<file path="config.mk">
export PLATFORM = sky130hd
export DESIGN_NAME = johnson_seq_monitor
export DESIGN_NICKNAME = d
export VERILOG_FILES = /design/src/rtl/johnson_seq_pkg.sv /design/src/rtl/johnson_decode.sv /design/src/rtl/johnson_seq_monitor.sv
export SDC_FILE = /design/constraint.sdc
export NUM_CORES = 1
export LEC_CHECK = 0
export CAP_MARGIN = 0
export CORE_UTILIZATION = 55
export CTS_BUF_LIST = sky130_fd_sc_hd__clkbuf_4
export DETAILED_ROUTE_END_ITERATION = 7
export GPL_TIMING_DRIVEN = 0
export PLACE_DENSITY = 0.84
export SLEW_MARGIN = 20
export SYNTH_ARGS = -nofsm -noshare
export SYNTH_HDL_FRONTEND = slang
export SYNTH_HIERARCHICAL = 1
export SYNTH_SLANG_ARGS = --single-unit
</file>
<file path="constraint.sdc">
create_clock -name clock -period 7 [get_ports clock]
set_input_delay 1.4 -clock clock [delete_from_list [all_inputs] [get_ports clock]]
set_output_delay 1.4 -clock clock [all_outputs]
set_load 0.05 [all_outputs]
</file>
<file path="src/rtl/johnson_seq_pkg.sv">
// ---------------------------------------------------------------------------
// johnson_seq_pkg
//
// Shared definitions for the twisted-ring (Johnson) sequence monitor.
//
// Contents:
//   - NUM_PHASES, PHASE_W, CODE_W : size constants of the 8-state ring
//   - phase_t, code_t             : convenience vector types
//   - seq_state_t                 : monitor FSM state encoding
//   - step_class_t                : classification of one valid sample
//   - CODE_P0 .. CODE_P7          : the eight legal codes in phase order
//   - next_phase()                : successor of a phase index, modulo 8
//   - classify_step()             : SUCC / HOLD / BADSTEP / ILLEGAL decision
// ---------------------------------------------------------------------------
package johnson_seq_pkg;

  localparam int NUM_PHASES = 8;
  localparam int PHASE_W    = 3;
  localparam int CODE_W     = 4;

  typedef logic [PHASE_W-1:0] phase_t;
  typedef logic [CODE_W-1:0]  code_t;

  // Monitor FSM state. Encoding is fixed so the state can be probed directly.
  typedef enum logic [1:0] {
    UNLOCKED = 2'd0,
    ACQUIRE  = 2'd1,
    LOCKED   = 2'd2
  } seq_state_t;

  // How one valid sample relates to the previously stored phase.
  typedef enum logic [1:0] {
    CL_SUCC    = 2'd0,
    CL_HOLD    = 2'd1,
    CL_BADSTEP = 2'd2,
    CL_ILLEGAL = 2'd3
  } step_class_t;

  // Legal ring codes, listed in phase order 0..7.
  localparam code_t CODE_P0 = 4'b0000;
  localparam code_t CODE_P1 = 4'b0001;
  localparam code_t CODE_P2 = 4'b0011;
  localparam code_t CODE_P3 = 4'b0111;
  localparam code_t CODE_P4 = 4'b1111;
  localparam code_t CODE_P5 = 4'b1110;
  localparam code_t CODE_P6 = 4'b1100;
  localparam code_t CODE_P7 = 4'b1000;

  // Successor index on the ring; phase 7 advances back to phase 0.
  function automatic phase_t next_phase(input phase_t p);
    return phase_t'((int'(p) + 1) % NUM_PHASES);
  endfunction

  // Classify a decoded sample against the stored previous index.
  function automatic step_class_t classify_step(input logic   legal,
                                                input phase_t idx,
                                                input phase_t prev);
    step_class_t cls;
    if (!legal) begin
      cls = CL_ILLEGAL;
    end else if (idx == next_phase(prev)) begin
      cls = CL_SUCC;
    end else if (idx == prev) begin
      cls = CL_HOLD;
    end else begin
      cls = CL_BADSTEP;
    end
    return cls;
  endfunction

endpackage : johnson_seq_pkg

</file>
<file path="src/rtl/johnson_decode.sv">
// ---------------------------------------------------------------------------
// johnson_decode
//
// Purely combinational decoder from a 4-bit twisted-ring code to its phase
// index. Eight of the sixteen code points are legal; the other eight flag
// legal=0 and report idx=0 (the value is meaningless when legal is low).
//
// Ports:
//   code  in  4  sampled counter bus (bit 3 = MSB)
//   idx   out 3  phase index 0..7 of a legal code
//   legal out 1  code is one of the eight ring states
// ---------------------------------------------------------------------------
module johnson_decode
  import johnson_seq_pkg::*;
(
  input  logic [3:0] code,
  output logic [2:0] idx,
  output logic       legal
);

  always_comb begin
    // NOTE: defaults first so every path through the case drives both
    // outputs; without them the unlisted codes would infer latches.
    idx   = 3'd0;
    legal = 1'b0;
    case (code)
      CODE_P0: begin idx = 3'd0; legal = 1'b1; end
      CODE_P1: begin idx = 3'd1; legal = 1'b1; end
      CODE_P2: begin idx = 3'd2; legal = 1'b1; end
      CODE_P3: begin idx = 3'd3; legal = 1'b1; end
      CODE_P4: begin idx = 3'd4; legal = 1'b1; end
      CODE_P5: begin idx = 3'd5; legal = 1'b1; end
      CODE_P6: begin idx = 3'd6; legal = 1'b1; end
      CODE_P7: begin idx = 3'd7; legal = 1'b1; end
      default: begin idx = 3'd0; legal = 1'b0; end
    endcase
  end

endmodule : johnson_decode

</file>
<file path="src/rtl/johnson_seq_monitor.sv">
// ---------------------------------------------------------------------------
// johnson_seq_monitor
//
// Watches the 4-bit twisted-ring counter bus, decodes each qualified sample
// to a phase index, checks it against the legal successor of the previous
// sample and maintains an UNLOCKED / ACQUIRE / LOCKED lock state. Sequence
// errors and completed ring cycles are reported as one-cycle pulses and
// accumulated in a saturating error counter and a wrapping cycle counter.
//
// Parameters:
//   LOCK_COUNT  consecutive successors needed in ACQUIRE to lock (1..15)
//   ERR_W       width of the saturating error counter
//   CYC_W       width of the wrapping cycle counter
//
// Ports:
//   clock        in  1      rising-edge clock
//   clear        in  1      synchronous active-high reset, highest priority
//   q_in         in  4      counter bus
//   in_valid     in  1      sample qualifier
//   phase        out 3      index of the last legal sample
//   phase_valid  out 1      last valid sample was a legal code
//   locked       out 1      monitor is in LOCKED
//   seq_error    out 1      one-cycle pulse on a detected sequence error
//   wrap         out 1      one-cycle pulse on a locked 7->0 advance
//   err_count    out ERR_W  saturating count of seq_error pulses
//   cycle_count  out CYC_W  wrapping count of wrap pulses
//
// All outputs are registered; a sample taken at edge N is reflected in the
// outputs right after edge N.
// ---------------------------------------------------------------------------
module johnson_seq_monitor
  import johnson_seq_pkg::*;
#(
  parameter int LOCK_COUNT = 4,
  parameter int ERR_W      = 8,
  parameter int CYC_W      = 8
) (
  input  logic             clock,
  input  logic             clear,
  input  logic [3:0]       q_in,
  input  logic             in_valid,
  output logic [2:0]       phase,
  output logic             phase_valid,
  output logic             locked,
  output logic             seq_error,
  output logic             wrap,
  output logic [ERR_W-1:0] err_count,
  output logic [CYC_W-1:0] cycle_count
);

  // lock_cnt is four bits wide, so only LOCK_COUNT values 1..15 are reachable.
  localparam logic [3:0] LOCK_TARGET = 4'(LOCK_COUNT);

  // -------------------------------------------------------------------------
  // Decode and classification
  // -------------------------------------------------------------------------
  logic [2:0]  dec_idx;
  logic        dec_legal;

  seq_state_t  state;
  phase_t      prev;
  logic [3:0]  lock_cnt;

  step_class_t step;
  logic [3:0]  lock_inc;
  logic        err_event;
  logic        wrap_event;

  johnson_decode u_decode (
    .code  (q_in),
    .idx   (dec_idx),
    .legal (dec_legal)
  );

  always_comb begin
    step     = classify_step(dec_legal, dec_idx, prev);
    lock_inc = lock_cnt + 4'd1;

    // Errors exist only once the monitor is tracking a sequence: an illegal
    // code while UNLOCKED is silently ignored.
    err_event = in_valid && (state != UNLOCKED) &&
                ((step == CL_BADSTEP) || (step == CL_ILLEGAL));

    // A successor landing on phase 0 can only have come from phase 7, so the
    // index alone identifies the ring wrap.
    wrap_event = in_valid && (state == LOCKED) &&
                 (step == CL_SUCC) && (dec_idx == 3'd0);
  end

  // -------------------------------------------------------------------------
  // FSM, lock counter, phase tracking, pulses and statistics counters
  // -------------------------------------------------------------------------
  always_ff @(posedge clock) begin
    if (clear) begin
      state       <= UNLOCKED;
      prev        <= '0;
      lock_cnt    <= '0;
      phase       <= '0;
      phase_valid <= 1'b0;
      seq_error   <= 1'b0;
      wrap        <= 1'b0;
      err_count   <= '0;
      cycle_count <= '0;
    end else begin
      // NOTE: sequential state uses non-blocking assignments only, so every
      // right-hand side reads the pre-edge value regardless of statement order.
      seq_error <= err_event;
      wrap      <= wrap_event;

      if (err_event && (err_count != {ERR_W{1'b1}})) begin
        err_count <= err_count + ERR_W'(1);
      end

      if (wrap_event) begin
        cycle_count <= cycle_count + CYC_W'(1);
      end

      if (in_valid) begin
        phase_valid <= dec_legal;

        // Phase history follows every legal code; illegal codes leave it as is.
        if (dec_legal) begin
          prev  <= dec_idx;
          phase <= dec_idx;
        end

        case (state)
          UNLOCKED: begin
            if (dec_legal) begin
              state    <= ACQUIRE;
              lock_cnt <= '0;
            end
          end

          ACQUIRE: begin
            case (step)
              CL_SUCC: begin
                lock_cnt <= lock_inc;
                if (lock_inc == LOCK_TARGET) begin
                  state <= LOCKED;
                end
              end
              CL_HOLD:    ;
              CL_BADSTEP: lock_cnt <= '0;
              CL_ILLEGAL: begin
                state    <= UNLOCKED;
                lock_cnt <= '0;
              end
              default:    ;
            endcase
          end

          LOCKED: begin
            case (step)
              CL_SUCC, CL_HOLD: ;
              CL_BADSTEP: begin
                state    <= ACQUIRE;
                lock_cnt <= '0;
              end
              CL_ILLEGAL: begin
                state    <= UNLOCKED;
                lock_cnt <= '0;
              end
              default:    ;
            endcase
          end

          default: begin
            state    <= UNLOCKED;
            lock_cnt <= '0;
          end
        endcase
      end
    end
  end

  assign locked = (state == LOCKED);

endmodule : johnson_seq_monitor

</file>
==> impl_metrics.json <==
{
  "status": "complete, no violations",
  "dp_hpwl_um": 2660,
  "multi_input_area_um2": 956,
  "period_share": 0.619,
  "instances_no_fill": 244,
  "insertedDiodeCount": 0,
  "internal-power_mw": 0.245,
  "synthCells": 182,
  "grt_pass1_vias": 1308,
  "drv_slew": 0,
  "p_sw_mw": 0.0966,
  "finalClockSkew_ns": 0.00649,
  "dieHeight_um": 55.4,
  "power.total_mw": 0.342,
  "synth_top_cell_by_area": "dfxtp_1",
  "power.density_nw_per_um2": 177,
  "crit_type": "in -> reg",
  "drv_cap": 0,
  "nNetsFinal": 231,
  "yosys-top-cells-area": "dfxtp_1, ha_1, xor2_1, nor2_1, mux2i_1",
  "placedCellCount": 240,
  "port_buffers": 28,
  "root_buffer": "clkbuf_4",
  "grt_remaining_overflow": 0,
  "post_cts_resized": 0,
  "fmax_ghz": 0.231,
  "drt-pass1-iter-count": 4,
  "grt_pass1_wl_um": 5640,
  "postCtsSetupBuffers": 0,
  "ys_seq_elements": 28,
  "p_clk_frac": 0.314,
  "layout_setup_ws_ns": 2.67,
  "cts_buffer_depth": 2,
  "ys_async_sr_fraction": 0,
  "htree_levels": 1,
  "critPathArrivalTime_ns": 4.60,
  "setup_viol": 0,
  "ys_seq_area_frac": 0.358,
  "antenna_found_initial": 0,
  "ys_warn_count": 6,
  "leakagePower_nw": 0.736,
  "grt_util_all_layers": 0.225,
  "synth_top_area_frac": 0.358,
  "synthFlopType": "dfxtp_1",
  "yosysUniqueCellTypes": 44,
  "clock-sinks": 28,
  "seq_power_share": 0.493,
  "finalCriticalPeriod_ns": 4.33,
  "gp_congestion": 0.839,
  "clk_pin_slew_worst_paths_ns": 0.16,
  "die_area_um2": 3070,
  "drive_gt1_frac": 0.0654,
  "tns_ns": 0,
  "vias": 1424,
  "critPathCaptureType": "flip-flop",
  "syn_nets": 198,
  "syn_avg_cell_area_um2": 8.61,
  "max_slew_margin": 0.588,
  "seq_area_um2": 561,
  "drc": 0,
  "vdd_drop_max_mv": 0.137,
  "cts_buffers": 3,
  "cts_hold_buffers": 0,
  "syn-cell-area_um2": 1570,
  "dr.first_iter.drc_count": 42,
  "path_max_fanout": 6,
  "critPathRequiredTime_ns": 7.27,
  "hold_path_class": "reg -> reg",
  "chipWidth_um": 55.4,
  "vias_per_cell": 5.84,
  "grt_max_degree": 17,
  "synth-edff-count": 0,
  "fillers": 194,
  "start_kind": "input pin",
  "grt_setup_unrepaired": "false",
  "placementRows": 18,
  "antenna_left": 0,
  "cts_tree": "yes",
  "start_util": 0.605,
  "tightest_slew_ns": 0.601,
  "wl_per_cell_um": 14.5,
  "core_um2": 2590,
  "hold_viol_final": 0,
  "switching_share": 0.282,
  "dp_slack_ns": 2.40,
  "fin_util": 0.748,
  "io_pins": 30,
  "syn_to_final_growth_pct": 23.6,
  "clk_latency_ns": 0.33,
  "wl_um": 3540,
  "comb_power_share": 0.194
}
area by class of cell:
type / count / area share
buffer: 6 / 0.0142
tap: 30 / 0.0194
sequential: 28 / 0.289
multi-input combinational: 142 / 0.494
clock buffer: 3 / 0.0116
clock inverter: 1 / 0.0155
timing repair buffer: 28 / 0.145
inverter: 6 / 0.0116
worst max-delay path, cell delays in order:
cell             delay [ns]
clkdlybuf4s50_1        0.52
or2_1                  0.28
a21boi_1               0.41
xor2_1                 0.25
xor2_1                 0.09
o31ai_1                0.28
nand2_1                0.14
ha_1                   0.29
or3_1                  0.43
nor3_2                 0.21
a41oi_1                0.16
nor3_1                 0.14
stage by stage:
step	hold slack, ns	instance area (um^2)
4_1_cts	0.467	1940
3_5_place_dp	0.448	1880
6_report	0.469	1940
5_1_grt	0.499	1940
3_3_place_gp	0.452	1880
2_1_floorplan	0.489	1570
logic make-up (layout without fill, tap and decap cells):
| group | after synthesis | in the layout | share of synthesized area |
|---|---|---|---|
| compound gates | 31 | 31 | 0.135 |
| xor+xnor | 17 | 17 | 0.0950 |
| fa+ha+maj | 9 | 9 | 0.0719 |
| buf+inv | 12 | 44 | 0.0319 |
| flops | 28 | 28 | 0.358 |
| mux | 8 | 8 | 0.0519 |
| simple gates | 77 | 77 | 0.256 |
final timing paths:
kind / startpoint / end / slack (ns) / cells after the start
min reg2reg: phase_valid / phase_valid / 0.47 / 2
min: phase_valid / phase_valid / 0.47 / 2
max: q_in[1] / lock_cnt[3] / 2.67 / 12
max reg2reg: prev[0] / lock_cnt[3] / 4.49 / 9
flip-flops by register name (all words and copies together) (netlist names):
| register | count |
|---|---|
| prev | 3 |
| phase_valid | 1 |
| cycle_count | 8 |
| seq_error | 1 |
| err_count | 8 |
| state | 2 |
| lock_cnt | 4 |
| wrap | 1 |
layout by cell type, fill, tap and decap left out, types with 3 or more instances in the layout:
cell              n
ha_1              9
nand3_1           5
or3_1             4
nand4_1           5
clkbuf_4          3
o31ai_1           3
and3_1            3
nor3_1            5
a21oi_1          11
nor2_1           21
nand2_1          18
clkdlybuf4s50_1  28
mux2i_1           7
xor2_1           12
xnor2_1           5
dfxtp_1          28
clkbuf_1          4
o21ai_0           6
inv_1             6
layer usage:
metal,wire (um),part of all wire,GRT usage,vias to the layer above
met2,1770,0.50,0.408,44
li1,-,-,-,706
met4,48,0.014,0.0750,0
met5,0,0,0,-
met3,138,0.039,0.0328,6
met1,1590,0.45,0.271,668
power by group through the flow:
stage	Sequential [mW]	Clock [mW]	Combinational (mW)
after CTS	0.168	0.108	0.0661
after floorplan	0.178	0	0.0399
final	0.169	0.107	0.0662
after global routing	0.169	0.117	0.0715
after global placement	0.171	0	0.0625
after detailed placement	0.172	0	0.0651
cells in the mapped netlist (all sizes together) (5+ instances only):
library cell,number
dfxtp,28
nor2,21
nand2,18
xor2,12
a21oi,11
ha,9
mux2i,7
inv,6
nor3,6
o21ai,6
nand3,5
nand4,5
xnor2,5
Note: power is estimated with default switching activity, not from simulation.
